## config.mk

```make
export PLATFORM = sky130hd
export DESIGN_NAME = hazard_halt_unit
export DESIGN_NICKNAME = d
export VERILOG_FILES = /design/src/rtl/hazard_pkg.sv /design/src/rtl/hazard_fwd_sel.sv /design/src/rtl/hazard_halt_unit.sv
export SDC_FILE = /design/constraint.sdc
export NUM_CORES = 1
export LEC_CHECK = 0
export ABC_AREA = 1
export CAP_MARGIN = 5
export CORE_MARGIN = 1
export CORE_UTILIZATION = 43
export DETAILED_ROUTE_END_ITERATION = 8
export DONT_BUFFER_PORTS = 1
export GPL_TIMING_DRIVEN = 1
export PLACE_DENSITY_LB_ADDON = 0.25
export SYNTH_ARGS = -nofsm -noshare
export SYNTH_HDL_FRONTEND = slang
export SYNTH_SLANG_ARGS = --single-unit
```

## constraint.sdc

```tcl
create_clock -name clk -period 3.2 [get_ports clk]
set_clock_uncertainty 0.15 [all_clocks]
set_input_delay 0.48 -clock clk [delete_from_list [all_inputs] [get_ports clk]]
set_output_delay 0.48 -clock clk [all_outputs]
set_load 0.005 [all_outputs]
```

## src/rtl/hazard_pkg.sv

```systemverilog
// Shared types and constants for the pipeline hazard / debug-halt unit.
package hazard_pkg;

   typedef enum logic [1:0] {
      RUN    = 2'd0,
      DRAIN  = 2'd1,
      HALTED = 2'd2
   } hz_state_t;

   localparam logic [1:0] FWD_REG = 2'b00;
   localparam logic [1:0] FWD_W   = 2'b01;
   localparam logic [1:0] FWD_M   = 2'b10;

   localparam int DRAIN_CYCLES_DEF = 4;

endpackage

```

## src/rtl/hazard_fwd_sel.sv

```systemverilog
// Forwarding source select for one Execute-stage operand; the Memory stage wins over Writeback.
module hazard_fwd_sel
   import hazard_pkg::*;
(
   input  logic [4:0] rs_e_i,
   input  logic [4:0] rd_m_i,
   input  logic [4:0] rd_w_i,
   input  logic       reg_write_m_i,
   input  logic       reg_write_w_i,
   output logic [1:0] fwd_o
);

   always_comb begin
      fwd_o = FWD_REG;
      if (reg_write_m_i && (rd_m_i != 5'd0) && (rd_m_i == rs_e_i)) begin
         fwd_o = FWD_M;
      end else if (reg_write_w_i && (rd_w_i != 5'd0) && (rd_w_i == rs_e_i)) begin
         fwd_o = FWD_W;
      end
   end

endmodule

```

## src/rtl/hazard_halt_unit.sv

```systemverilog
// Hazard responder for the 5-stage pipeline: forwarding, load-use stall, branch flush,
// a debug halt FSM that drains the pipeline, and saturating stall/flush counters.
//
// state  | meaning
// RUN    | normal hazard handling
// DRAIN  | fetch held, bubbles counted until the pipeline is empty
// HALTED | pipeline empty, halt_ack high until halt_req drops
module hazard_halt_unit
   import hazard_pkg::*;
#(
   parameter int DRAIN_CYCLES = DRAIN_CYCLES_DEF,
   parameter int CNT_W        = 32
) (
   input  logic             clk,
   input  logic             rst,
   input  logic [4:0]       Rs1D,
   input  logic [4:0]       Rs2D,
   input  logic [4:0]       Rs1E,
   input  logic [4:0]       Rs2E,
   input  logic [4:0]       RdE,
   input  logic [4:0]       RdM,
   input  logic [4:0]       RdW,
   input  logic             PCSrcE,
   input  logic             ResultSrcE0,
   input  logic             RegWriteM,
   input  logic             RegWriteW,
   input  logic             halt_req,
   output logic             StallF,
   output logic             StallD,
   output logic             FlushD,
   output logic             FlushE,
   output logic [1:0]       ForwardAE,
   output logic [1:0]       ForwardBE,
   output logic             halt_ack,
   output logic [CNT_W-1:0] stall_cnt,
   output logic [CNT_W-1:0] flush_cnt
);

   localparam int DW = (DRAIN_CYCLES > 1) ? $clog2(DRAIN_CYCLES) : 1;
   localparam logic [DW-1:0] DRAIN_LAST = DW'(DRAIN_CYCLES - 1);

   hz_state_t        state_q;
   logic [DW-1:0]    drain_q;
   logic             halt_ack_q;
   logic [CNT_W-1:0] stall_cnt_q;
   logic [CNT_W-1:0] flush_cnt_q;
   logic             lw_stall;

   hazard_fwd_sel u_fwd_a (
      .rs_e_i        (Rs1E),
      .rd_m_i        (RdM),
      .rd_w_i        (RdW),
      .reg_write_m_i (RegWriteM),
      .reg_write_w_i (RegWriteW),
      .fwd_o         (ForwardAE)
   );

   hazard_fwd_sel u_fwd_b (
      .rs_e_i        (Rs2E),
      .rd_m_i        (RdM),
      .rd_w_i        (RdW),
      .reg_write_m_i (RegWriteM),
      .reg_write_w_i (RegWriteW),
      .fwd_o         (ForwardBE)
   );

   assign lw_stall = ResultSrcE0 && (RdE != 5'd0) && ((RdE == Rs1D) || (RdE == Rs2D));

   always_comb begin
      StallF = lw_stall;
      StallD = lw_stall;
      FlushD = PCSrcE;
      FlushE = lw_stall | PCSrcE;
      case (state_q)
         DRAIN: begin
            // A redirect must still load the PC, so fetch is released for that cycle.
            if (PCSrcE) begin
               StallF = 1'b0; StallD = 1'b0; FlushD = 1'b1; FlushE = 1'b1;
            end else if (lw_stall) begin
               StallF = 1'b1; StallD = 1'b1; FlushD = 1'b0; FlushE = 1'b1;
            end else begin
               StallF = 1'b1; StallD = 1'b0; FlushD = 1'b1; FlushE = 1'b0;
            end
         end
         HALTED: begin
            StallF = 1'b1; StallD = 1'b0; FlushD = 1'b1; FlushE = 1'b1;
         end
         default: ;
      endcase
   end

   always_ff @(posedge clk or posedge rst) begin
      if (rst) begin
         state_q    <= RUN;
         drain_q    <= '0;
         halt_ack_q <= 1'b0;
      end else begin
         case (state_q)
            RUN: begin
               if (halt_req) begin
                  state_q <= DRAIN;
                  drain_q <= '0;
               end
            end
            DRAIN: begin
               if (!halt_req) begin
                  state_q <= RUN;
               end else if (PCSrcE) begin
                  drain_q <= '0;
               end else if (!lw_stall) begin
                  if (drain_q == DRAIN_LAST) begin
                     state_q    <= HALTED;
                     halt_ack_q <= 1'b1;
                  end else begin
                     drain_q <= drain_q + DW'(1);
                  end
               end
            end
            HALTED: begin
               if (!halt_req) begin
                  state_q    <= RUN;
                  halt_ack_q <= 1'b0;
               end
            end
            default: begin
               state_q    <= RUN;
               halt_ack_q <= 1'b0;
            end
         endcase
      end
   end

   always_ff @(posedge clk or posedge rst) begin
      if (rst) begin
         stall_cnt_q <= '0;
         flush_cnt_q <= '0;
      end else begin
         if (StallD && (stall_cnt_q != '1)) stall_cnt_q <= stall_cnt_q + CNT_W'(1);
         if (PCSrcE && (flush_cnt_q != '1)) flush_cnt_q <= flush_cnt_q + CNT_W'(1);
      end
   end

   assign halt_ack  = halt_ack_q;
   assign stall_cnt = stall_cnt_q;
   assign flush_cnt = flush_cnt_q;

endmodule

```

==> results, run 1 <==
- The run finished, with violations left.
- The checks that failed: design-rule violations, negative hold slack.
- In the global route stage, overall resource usage came out at 0.2197.
- The TritonCTS clock tree is yes.
- The total count of hold-check failures in the final report is 32.
- Setup total negative slack on the finished layout was measured at 0 ns.
- The clock latency at the later pin of the worst-skew pair is 0.34 ns.
- The die is 111.3 um wide.
- Fill cells in the final layout number 1146.
- A synthesized cell averages 6.655 um^2.
- Derived from the worst setup path, the maximum achievable clock frequency is 415.7 MHz.
- After detailed routing, the number of remaining DRC violations is 10.
- The maximum fanout count along the critical path is 5.
- Power spread over the standard cell area amounts to 476.9 nW/um^2.
- After floorplanning, the core was sized to cover 11520 um^2.
- In this run the count of I/O pins placed on the die edge is 115.
- The aggregate global routing overflow is 0.
- The wire length reported by the detailed router is 13000 um.
- The count of unique library cells instantiated by Yosys is 29.
- The clock period could shrink to 2.406 ns.
- After detailed routing, the average wire length per cell comes to 14.10 um.
- The clock passes through at most 2 buffers.
- Port buffering added 0 buffers.
- For this run, asynchronously set or reset flops after synthesis account for 1.000.
- 0 antenna diodes ended up in the layout.
- The type of the setup path with the least slack is register to output port.
- Final hold analysis gives a worst-case slack of -0.01300 ns.
- The count of standard-cell rows is 39.
- The die extent in y is 111.3 um.
- Counting stages on the worst path, the most repeated cell is sky130_fd_sc_hd__inv_1.
- The commonest cells after synthesis are sky130_fd_sc_hd__nand2_1 (319), sky130_fd_sc_hd__inv_1 (80), sky130_fd_sc_hd__nor2_1 (80), sky130_fd_sc_hd__dfrtp_1 (69), sky130_fd_sc_hd__xor2_1 (39).
- The via count of the first global-routing pass was 4562.
- The transition time at the pin with the least slew margin is 0.7106 ns.
- The most used standard cell by instance count after synthesis is sky130_fd_sc_hd__nand2_1.
- In this run the remaining antenna-violating nets after routing total 0.
- The overall die area is 12390 um^2.
- The first global-routing pass estimated 21760 um of wire.
- In the final layout, the share of cells above drive strength 1 is 0.06418.
- The H-tree generated during clock tree synthesis spans 3 levels.
- The pin count of the biggest net entering global routing is 38.
- The library cell used as clock root buffer is sky130_fd_sc_hd__clkbuf_16.
- The routed layout has 4717 vias.
- The placed wire-length estimate is 10040 um.
- STA classifies the critical path startpoint as a register.
- The synthesized design contains 69 register bits.
- The total area of multi-input combinational cells is 2980 um^2.
- Across the whole layout, storage elements account for 1727 um^2.
- The flop-to-flop setup slack is 0.80 ns.
- The number of cells on the worst reg-to-reg path is 10.
- The highest cell delay on the worst timing path is 0.38 ns.
- The kind of path behind the tightest hold check is input port to asynchronous set/reset pin.
- The CTS sink count is 69.
- After clock tree synthesis, the clock-pin slew on the worst setup and hold paths is 0.06 ns.
- The max-cap check violation count is 0.
- The hold buffer count at CTS is 0.
- Among all flip-flop cells after synthesis, the most frequent one is sky130_fd_sc_hd__dfrtp_1.
- Setup violations remaining at the end of the flow were counted as 0.
- The fraction of synthesized cell area taken by the top area cell type is 0.3361.
- The number of pins exceeding their max-slew limit in the final report came to 0.
- Sorting the synthesized cells by area gives the leading types as sky130_fd_sc_hd__dfrtp_1 (34%), sky130_fd_sc_hd__nand2_1 (23%), sky130_fd_sc_hd__xor2_1 (6.6%).
- The data required time at the worst endpoint is 2.57 ns.
- For this design, the slowest cell found on the critical path is sky130_fd_sc_hd__dfrtp_1.
- The number of nets in the layout is 822.
- The critical path starts at state_q[1].
- The last weighted congestion value of the routability-driven placer is 0.9249.
- The effective utilization at floorplan is 0.4461.
- The kind of cell with the highest combined delay along the critical path is simple AND/OR/NAND/NOR gates.
- The number of antenna violations at the first check in global routing is 0.
- The design draws 2635 uW.
- Traced cell by cell, the critical path runs through inv_1 -> ha_1 -> inv_1 -> nor2_1 -> inv_1 -> nand2_1 -> nand3_2 -> inv_1.
- For this block, the initial DRC count from the detailed router was 278.
- Of the synthesized area, sequential elements account for 0.3361.
- Dividing the final minimum period by the clock period gives 0.7518.
- The first detailed-routing pass took 6 iterations.
- The arrival time of data at the critical path endpoint is 1.78 ns.
- The worst voltage drop across the vdd grid is 348.4 uV.
- The total of warnings raised by yosys is 0.
- When the netlist entered floorplanning its net count stood at 820.
- The worst register-to-register path ends at flush_cnt[5].
- Buffers inserted during clock tree synthesis total 9.
- The cell type with the largest total area after synthesis is sky130_fd_sc_hd__dfrtp_1.
- The worst slew slack as a fraction of its limit is 0.5256.
- In the routed layout, each cell is associated on average with a via count of 5.116.
- The cell area that synthesis handed to floorplanning was 5137 um^2.
- For this design the static power due to leakage is 0.002624 uW.
- The buffer and inverter count on the worst path is 4.
- The synthesized design contains 0 enable-type register cells.
- Compared with the post-synthesis result, the final layout area differs by 7.550%.
- The number of buffers added for setup after CTS is 0.
- The post-cts resize count is 0.
- The launching point of the worst reg2reg path is flush_cnt[0].
- Setup repair after global routing left no endpoint under its margin.
- The critical path capture point type is an output port.
- The instance count of the mapped netlist is 772.
[power breakdown]
group | switching [uW] | total, uW | leakage, uW | internal (uW)
Clock | 378 | 999 | 0.000143 | 622
Sequential | 121 | 1080 | 0.000941 | 960
Combinational | 359 | 554 | 0.00154 | 195
[state kept, by name, indices dropped and copies added (netlist names)]
| register | cells |
|---|---|
| flush_cnt | 32 |
| drain_q | 2 |
| state_q | 2 |
| stall_cnt | 32 |
| halt_ack | 1 |
[layout make-up]
class	instances	share of cell area
clock buffers	12	0.04461
clock inverters	4	0.008605
inverters	86	0.05888
multi-input cells	607	0.5394
well taps	143	0.03238
flip-flops and latches	69	0.3125
repair buffers	1	0.003623
[placed cells by master, fill, tap and decap left out, types with 2 or more instances in the layout]
master,Yosys,final
sky130_fd_sc_hd__a21oi_1,4,4
sky130_fd_sc_hd__clkbuf_1,0,2
sky130_fd_sc_hd__clkbuf_16,0,9
sky130_fd_sc_hd__clkinv_2,0,2
sky130_fd_sc_hd__dfrtp_1,69,69
sky130_fd_sc_hd__ha_1,6,6
sky130_fd_sc_hd__inv_1,80,79
sky130_fd_sc_hd__inv_2,5,6
sky130_fd_sc_hd__nand2_1,319,319
sky130_fd_sc_hd__nand2_2,6,6
sky130_fd_sc_hd__nand3_1,34,34
sky130_fd_sc_hd__nand3_2,2,2
sky130_fd_sc_hd__nand3b_1,7,7
sky130_fd_sc_hd__nand4_1,17,17
sky130_fd_sc_hd__nor2_1,80,80
sky130_fd_sc_hd__nor2_2,3,3
sky130_fd_sc_hd__nor2_4,4,4
sky130_fd_sc_hd__nor3_1,28,28
sky130_fd_sc_hd__nor4_1,2,2
sky130_fd_sc_hd__o21ai_0,18,18
sky130_fd_sc_hd__o21ai_2,9,9
sky130_fd_sc_hd__xnor2_1,23,23
sky130_fd_sc_hd__xor2_1,39,39
[routing by layer]
metal,global-route usage,part of all wire,vias to the layer above
li1,-,-,2406
met1,0.2550,0.42,2167
met2,0.3746,0.49,120
met3,0.07053,0.066,24
met4,0.08919,0.022,0
met5,0,0,-
[worst max-delay path by stage]
stage	cells past startpoint	to
after floorplan	1	drain_q[0]
after global placement	10	flush_cnt[5]
after detailed placement	10	flush_cnt[5]
after CTS	8	StallD
after global routing	10	flush_cnt[5]
final	8	StallD
[through the flow]
stage | hold slack, ns | instances | util | area (um^2) | worst slack (ns)
floorplan | 0.2959 | 772 | - | 5137 | 0.8301
global placement | 0.3161 | 906 | 0.4543 | 5231 | 0.9113
detailed placement | 0.3183 | 906 | 0.4543 | 5231 | 0.8289
CTS | 0.008792 | 922 | 0.4798 | 5525 | 0.7721
global route | 0.05524 | 922 | 0.4798 | 5525 | 0.6100
finish | -0.01300 | 922 | 0.4798 | 5525 | 0.7943
[cell families after synthesis]
logic type / count (synthesis) / synth area share
XOR/XNOR: 62 / 0.1057
adder cells (fa/ha/maj): 6 / 0.01461
buffers and inverters: 96 / 0.08378
flip-flops: 69 / 0.3361
AO/OA/AOI/OAI: 33 / 0.03994
AND/OR/NAND/NOR: 506 / 0.4199
[worst reg2reg max path: stages (launching register included)]
cell,delay [ns]
sky130_fd_sc_hd__dfrtp_1,0.43
sky130_fd_sc_hd__ha_1,0.28
sky130_fd_sc_hd__inv_1,0.13
sky130_fd_sc_hd__nor2_4,0.19
sky130_fd_sc_hd__nand2_2,0.11
sky130_fd_sc_hd__nor2_4,0.14
sky130_fd_sc_hd__nand2_2,0.08
sky130_fd_sc_hd__nand2_4,0.25
sky130_fd_sc_hd__inv_4,0.23
sky130_fd_sc_hd__o21ai_0,0.18
sky130_fd_sc_hd__o21ai_2,0.09
No activity file was read; power rests on OpenSTA's default activity.
==> inputs of run 2 (changes only) <==
--- a/config.mk
+++ b/config.mk
@@ -5,7 +5,7 @@
 export SDC_FILE = /design/constraint.sdc
 export NUM_CORES = 1
 export LEC_CHECK = 0
-export ABC_AREA = 1
+export ABC_AREA = 0
 export CAP_MARGIN = 5
 export CORE_MARGIN = 1
 export CORE_UTILIZATION = 43
==> constraint.sdc (replaced) <==
create_clock -name clk -period 2.4 [get_ports clk]
set_clock_uncertainty 0.15 [all_clocks]
set_input_delay 0.36 -clock clk [delete_from_list [all_inputs] [get_ports clk]]
set_output_delay 0.36 -clock clk [all_outputs]
set_load 0.005 [all_outputs]
==> run 2 against run 1 <==
Compared with the run above:
- the run now ends clean
- register-to-register slack got worse by 0.80 ns
- flip-flop and latch count unchanged
- setup slack got worse by 0.79 ns
- synthesized cell count decreased by 51%
- global-route usage down 1.8 points
- wire length is 33% lower
- die area decreased by 26%
- clock-buffer cell count shrank 3
- synthesized area is 27% lower
- highest routed layer unchanged
- first-iteration DRC count is 74% lower
- non-clock buffer count is 53 higher
- largest power group unchanged
==> results, run 2 <==
- The run finished with clean final reports.
- The worst voltage drop across the vdd grid came to 444.9 uV (+28%).
- The effective utilization at floorplan was 0.4523 (+0.006185).
- The number of CTS-inserted buffers is 9 (unchanged).
- The number of nets in the layout came to 485 (-41%).
- The total of warnings raised by yosys is 0 (unchanged).
- The met1 layer wirelength in the final routing is 3702 um (-33%).
- Of all cell types, the one taking the most synthesized area is sky130_fd_sc_hd__dfrtp_1.
- The flip-flop and latch count after synthesis is 69 (unchanged).
- The maximum count of clock buffers along a single path is 2 (unchanged).
- The via-per-instance ratio is 5.483 (+7.2%).
- The count of unique library cells instantiated by Yosys is 40 (+38%).
- The total count of hold-check failures in the final report is 0 (-100%).
- The die extent in y is 95.67 um (-14%).
- The number of endpoints failing setup at the final stage was 0 (unchanged).
- The most used flip-flop cell after synthesis is sky130_fd_sc_hd__dfrtp_1.
- The arrival time of data at the critical path endpoint is 2.46 ns (+0.68 ns).
- The detailed-routing iteration count for the pre-antenna-repair pass is 4 (-2).
- The max-cap check violation count is 0 (unchanged).
- The first-pass GRT wire length is 14150 um (-35%).
- The horizontal die dimension was 95.67 um (-14%).
- The path class of the tightest hold or removal check is input port to register.
- Leaving out fill and tap cells, the most frequent cell in the layout is sky130_fd_sc_hd__dfrtp_1.
- The total track usage was 0.2016 (-0.01811).
- The post-synthesis instance area is 3772 um^2 (-27%).
- The final setup TNS is 0 ns (unchanged).
- The count of unresolved DRC violations after routing is 0 (-10).
- The worst setup path is of the register to register kind.
- The number of design-rule violations left by the first detailed-router iteration came to 72 (-74%).
- The via count of the first global-routing pass is 3042 (-33%).
- The maximum fanout count along the critical path is 4 (-1).
- The reported leakage power is 0.002131 uW (-19%).
- The worst hold slack after final layout came to 0.02529 ns (+0.03830 ns).
- The H-tree depth is 3 (unchanged).
- After synthesis, the most frequently instantiated cells are sky130_fd_sc_hd__dfrtp_1 (69), sky130_fd_sc_hd__xor2_1 (50), sky130_fd_sc_hd__xnor2_1 (42), sky130_fd_sc_hd__nand2_1 (34), sky130_fd_sc_hd__nand3_1 (32).
- The placed wire-length estimate is 6502 um (-35%).
- STA classifies the critical path endpoint as a register.
- The met2 layer wire length in the routed design is 4301 um (-32%).
- The clock latency at the later pin of the worst-skew pair is 0.35 ns (about the same).
- The count of antenna-violating nets left after detailed routing is 0 (unchanged).
- The fraction of synthesized cell area taken by the top area cell type is 0.4577 (+0.1216).
- The transition time at the pin with the least slew margin is 0.7127 ns (+0.002110 ns).
- The signal on the critical path passes through nand4_1 -> or3_4 -> or4_4 -> or3b_4 -> clkbuf_16 -> nor4_4 -> xor2_1.
- The aggregate global routing overflow is 0 (unchanged).
- The number of pins exceeding their max-slew limit in the final report was 0 (unchanged).
- The number of antenna violations at the first check in global routing is 0 (unchanged).
- Compared with the post-synthesis result, the final layout area differs by 21.46%.
- The number of antenna cells inserted came to 0 (unchanged).
- The highest cell delay on the worst timing path is 0.49 ns (+0.11 ns).
- The total placed instance area came to 4222 um^2 (-19%).
- The length of routed met3 wiring is 687 um (-20%).
- The floorplan core area is 8341 um^2 (-28%).
- The wire length reported by the detailed router is 8777 um (-33%).
- The core occupancy in the finished layout is 0.5494 (+0.06956).
- The instance count of the mapped netlist is 377 (-51%).
- The count of standard-cell rows was 33 (-15%).
- The synthesized area divided by synthesized cell count is 10.01 um^2 (+50%).
- The ratio of final minimum period to clock period is 0.9994.
- The uppermost signal routing layer after detailed routing is met4.
- The library cell used as clock root buffer is sky130_fd_sc_hd__clkbuf_8.
- The CTS sink count is 69 (unchanged).
- The fraction of registers with async set or reset after synthesis is 1.000 (unchanged).
- The number of enable flip-flop cells after synthesis is 0 (unchanged).
- The count of input and output buffers came to 0 (unchanged).
- The average detailed-routed wire length per instance is 16.05 um (+14%).
- The flop-to-flop setup slack is 0.002 ns (-0.80 ns).
- The library cells used most frequently in the layout, excluding fill and tap cells, are sky130_fd_sc_hd__dfrtp_1 (69), sky130_fd_sc_hd__xor2_1 (50), sky130_fd_sc_hd__buf_4 (49).
- TritonCTS built the clock tree.
- The sequential cell area fraction in the yosys report is 0.4577 (+0.1216).
- The total nets after synthesis came to 425 (-48%).
- The cell area power density is 637.3 nW/um^2 (+34%).
- The last weighted congestion value of the routability-driven placer came to 0.8443 (-8.7%).
- The share of post-route cells with drive strength above 1 came to 0.2059 (+0.1417).
- The number of filler cells placed in the layout was 751 (-34%).
- The worst path needs 2.398 ns of the cycle, external delays included.
- The startpoint class of the critical path is a register.
- The worst slew slack as a fraction of its limit came to 0.5209 (-0.004671).
- Setup repair after global routing could not meet its margin everywhere.
- By instance count, the leading cell after synthesis is sky130_fd_sc_hd__dfrtp_1.
- The data required time at the worst endpoint is 2.46 ns (-0.11 ns).
- The clock input transition at the sequential cells of the worst setup and hold paths came to 0.08 ns (+0.02 ns).
- The number of top-level design ports is 115 (unchanged).
- The maximum clock frequency is 416.9 MHz.
- In the post-synthesis netlist, the biggest area contributors are sky130_fd_sc_hd__dfrtp_1 (46%), sky130_fd_sc_hd__xor2_1 (12%), sky130_fd_sc_hd__xnor2_1 (9.8%).
- The post-route standard cell area excluding fillers is 4582 um^2 (-17%).
- The pin count of the biggest net entering global routing is 38 (unchanged).
- The hold path depth is 2.
- The routed via count is 2999 (-36%).
- The number of cells on the worst reg-to-reg path came to 7 (-3).
- The critical path's slowest cell is sky130_fd_sc_hd__or4_4.
- The overall die area is 9152 um^2 (-26%).
run 2: where the power goes:
group	total [uW]	switching [uW]	internal [uW]
sequential	1400	132	1270
combinational	569	284	286
clock	954	471	483
total	2920	886	2030
run 2: path summary, 6_finish.rpt:
check                              start            end
max in group asynchronous            rst  stall_cnt[12]
min in group asynchronous            rst  flush_cnt[26]
max                        stall_cnt[14]  stall_cnt[19]
max reg2reg                stall_cnt[14]  stall_cnt[19]
min reg2reg                   drain_q[1]     drain_q[1]
min                             halt_req       halt_ack
run 2: kinds of logic after synthesis:
group,Yosys count,share of synthesized area
flops,69,0.4577
buf+inv,10,0.01492
xor+xnor,92,0.2136
mux,2,0.006964
compound gates,19,0.03317
simple gates,179,0.2537
fa+ha+maj,6,0.01990
run 2: worst max-delay path: cells and delay by family (launching register included):
kind                   cells  cell delay [ns]
XOR/XNOR                   1             0.14
buffers and inverters      1             0.16
flip-flops                 1             0.37
AND/OR/NAND/NOR            5             1.43
run 2: timing repair:
action	in CTS	in global routing
setup endpoints to repair	17	14
gates resized for setup	4	13
pin swaps	0	6
gates cloned	0	1
setup buffers	0	8
hold buffers	1	0
hold endpoints to repair	32	0
run 2: per-layer routing:
metal  vias up  global-route usage
met5         -                   0
met4         0             0.04975
met3         6             0.07416
met2       107              0.3339
met1      1442              0.2487
li1       1444                   -
run 2: area by class of cell:
cell class	instances	area (um^2)	area share
clock buffer	9	123.9	0.02703
clock inverter	7	73.82	0.01611
inverter	5	18.77	0.004096
multi-input combinational	298	2053	0.4481
sequential	69	1727	0.3768
tap	105	131.4	0.02867
timing repair buffer	54	454.2	0.09913
run 2: stage by stage:
step,setup WS (ns),power (uW),instances
after floorplan,-0.03238,1751,377
after global placement,-0.1609,1906,521
after detailed placement,-0.1188,1930,521
after CTS,-0.0006397,2893,538
after global routing,-0.06895,3109,547
final,0.001524,2920,547
==> inputs of run 3 (changes only) <==
--- a/config.mk
+++ b/config.mk
@@ -13,6 +13,7 @@
 export DONT_BUFFER_PORTS = 1
 export GPL_TIMING_DRIVEN = 1
 export PLACE_DENSITY_LB_ADDON = 0.25
+export SETUP_SLACK_MARGIN = 0.4
 export SYNTH_ARGS = -nofsm -noshare
 export SYNTH_HDL_FRONTEND = slang
 export SYNTH_SLANG_ARGS = --single-unit
==> run 3 against run 2 <==
Compared with the run above:
- via count rose by 1.6%
- die area did not move
- wire length rose by 1.9%
- critical path depth fell by 1
- sequential power barely moved
- cell area rose by 3.9%
- hold slack improved by 0.016 ns
- total power rose by 6.8%
- final cell count rose by 0.55%
- highest routed layer unchanged
==> results, run 3 (synthesized netlist as in run 2, its figures left out) <==
- The floorplan core area was 8341 um^2 (unchanged).
- The setup slack of the critical path after layout is 0.02935 ns (+0.02782 ns).
- The number of endpoints failing setup at the final stage is 0 (unchanged).
- The wire length reported by the detailed router is 8940 um (+1.9%).
- The count of unresolved DRC violations after routing was 0 (unchanged).
- The highest cell delay on the worst timing path is 0.50 ns (about the same).
- The ratio of final minimum period to clock period is 0.9878 (-0.01159).
- The last weighted congestion value of the routability-driven placer came to 0.8701 (+3.1%).
- The critical path capture point type is a register.
- The time the worst path needs with I/O delays and setup is 2.371 ns (-0.02782 ns).
- The run finished with clean final reports.
- The H-tree depth is 3 (unchanged).
- The number of filler cells placed in the layout is 723 (-3.7%).
- The signal on the critical path passes through nand4_1 -> or3_4 -> or4_4 -> or3b_4 -> buf_12 -> mux2_4.
- The arrival time of data at the critical path endpoint is 2.45 ns (about the same).
- The max-cap check violation count came to 0 (unchanged).
- The horizontal die dimension is 95.67 um (unchanged).
- In the layout the commonest cells are sky130_fd_sc_hd__dfrtp_1 (56), sky130_fd_sc_hd__buf_4 (52), sky130_fd_sc_hd__xor2_1 (50).
- The worst slew slack as a fraction of its limit is 0.6127 (+0.09172).
- The count of antenna-violating nets left after detailed routing is 0 (unchanged).
- The via-per-instance ratio is 5.538 (+1.0%).
- The maximum clock frequency was 421.8 MHz (+1.2%).
- The CTS sink count was 69 (unchanged).
- The number of CTS-inserted buffers came to 9 (unchanged).
- The overall die area was 9152 um^2 (unchanged).
- The sequential standard cell area is 1743 um^2 (+0.94%).
- The share of post-route cells with drive strength above 1 is 0.2899 (+0.08401).
- The total count of hold-check failures in the final report came to 0 (unchanged).
- The number of pins exceeding their max-slew limit in the final report is 0 (unchanged).
- The data required time at the worst endpoint came to 2.48 ns (+0.02 ns).
- The placed wire-length estimate is 6418 um (-1.3%).
- The leading cell type in the layout, fill and taps excluded is sky130_fd_sc_hd__dfrtp_1.
- The worst voltage drop across the vdd grid is 545.5 uV (+23%).
- The reported leakage power is 0.002154 uW (+1.1%).
- The path class of the tightest hold or removal check is input port to register.
- STA classifies the critical path startpoint as a register.
- The clock latency at the later pin of the worst-skew pair is 0.34 ns (about the same).
- The aggregate global routing overflow is 0 (unchanged).
- The synthesis-to-layout area growth is 26.24%.
- The maximum count of clock buffers along a single path is 2 (unchanged).
- The clock input transition at the sequential cells of the worst setup and hold paths is 0.08 ns (about the same).
- Setup repair after global routing could not meet its margin everywhere.
- The total area of multi-input combinational cells was 2205 um^2 (+7.4%).
- The critical path in this run is classified as register to register.
- The number of cells on the worst reg-to-reg path is 6 (-1).
- The setup slack after placement is 0.06375 ns (+0.1825 ns).
- The TritonCTS clock tree is yes.
- The pin count of the biggest net entering global routing is 46 (+21%).
- The detailed-routing iteration count for the pre-antenna-repair pass is 7 (+3).
- The maximum fanout count along the critical path is 14 (+10).
- The worst register-to-register path ends at stall_cnt[1].
- The die extent in y is 95.67 um (unchanged).
- The number of antenna violations at the first check in global routing is 0 (unchanged).
- The family with the most delay on the worst path is simple AND/OR/NAND/NOR gates.
- The number of nets in the layout is 488 (+0.62%).
- The number of top-level design ports is 115 (unchanged).
- The buffer and inverter count on the worst path came to 1 (unchanged).
- The slowest stage of the critical path belongs to the cell sky130_fd_sc_hd__or4_4.
- The launching point of the worst reg2reg path is stall_cnt[12].
- The count of input and output buffers is 0 (unchanged).
- In this run the worst setup path begins at stall_cnt[12].
- The count of standard-cell rows is 33 (unchanged).
- The tree is rooted in a sky130_fd_sc_hd__clkbuf_8.
- The core occupancy in the finished layout is 0.5710 (+0.02160).
- The average detailed-routed wire length per instance is 16.25 um (+1.3%).
- The total track usage is 0.2013 (-0.0003397).
- The routed via count is 3046 (+1.6%).
- The number of design-rule violations left by the first detailed-router iteration is 114 (+58%).
- The capture point of the critical path is stall_cnt[1].
- The first-pass GRT wire length is 14170 um (+0.15%).
- The cell area power density is 654.6 nW/um^2 (+2.7%).
- The cell total after placement is 516 (-0.96%).
- The filler-free cell count of the finished design is 550 (+0.55%).
- The effective utilization at floorplan is 0.4523 (unchanged).
- The cell count along the critical path is 6 (-1).
- The final setup TNS is 0 ns (unchanged).
- The number of antenna cells inserted is 0 (unchanged).
- The via count of the first global-routing pass was 3052 (+0.33%).
- The flop-to-flop setup slack is 0.03 ns (+0.03 ns).
- The transition time at the pin with the least slew margin came to 0.5757 ns (-0.1370 ns).
==> run 3: cell type report <==
cell class | count | share of cell area
clock inverter | 7 | 0.01550
clock buffer | 9 | 0.02601
inverter | 5 | 0.004729
sequential | 69 | 0.3660
timing repair buffer | 57 | 0.09721
multi-input combinational | 298 | 0.4630
tap | 105 | 0.02759
==> run 3: layer usage <==
layer | track usage | vias up | wire, um
li1 | - | 1460 | -
met1 | 0.2462 | 1462 | 3729
met4 | 0.06592 | 0 | 93
met3 | 0.06778 | 8 | 702
met5 | 0 | - | 0
met2 | 0.3327 | 116 | 4415
==> run 3: repair_timing <==
action,in CTS,in global routing
endpoints found under the hold margin,24,0
setup buffers,12,5
pin swaps,7,12
hold buffers,1,0
endpoints found under the setup margin,45,48
gates resized for setup,29,32
==> run 3: report_power, final <==
| part | leakage [uW] | total, uW | switching, uW | internal [uW] |
|---|---|---|---|---|
| Clock | 0.0000996 | 952 | 468 | 483 |
| Combinational | 0.00113 | 735 | 352 | 383 |
| Sequential | 0.000921 | 1430 | 155 | 1280 |
| Total | 0.00215 | 3120 | 976 | 2140 |
==> run 3: metrics by stage <==
| step | total power (uW) | hold slack (ns) | cell area, um^2 |
|---|---|---|---|
| after floorplan | 1760 | 0.3253 | 3807 |
| after global placement | 1904 | 0.1632 | 4219 |
| after detailed placement | 1928 | 0.1703 | 4219 |
| after CTS | 3011 | 0.02127 | 4616 |
| after global routing | 3299 | 0.03603 | 4762 |
| final | 3117 | 0.04141 | 4762 |
==> run 3: worst min path at each step <==
stage                     slack (ns)  depth (start not counted)       start             to
after floorplan                 0.33                          2  drain_q[1]     drain_q[1]
after global placement          0.16                          1         rst  flush_cnt[27]
after detailed placement        0.17                          1         rst  flush_cnt[27]
after CTS                       0.02                          2    halt_req       halt_ack
after global routing            0.04                          2    halt_req       halt_ack
final                           0.04                          2    halt_req       halt_ack
==> run 3: worst register-to-register path, stage by stage, from the launching register on <==
cell	delay [ns]
sky130_fd_sc_hd__dfrtp_1	0.36
sky130_fd_sc_hd__nand4_1	0.15
sky130_fd_sc_hd__or3_4	0.41
sky130_fd_sc_hd__or4_4	0.50
sky130_fd_sc_hd__or3b_4	0.26
sky130_fd_sc_hd__buf_12	0.14
sky130_fd_sc_hd__mux2_4	0.30
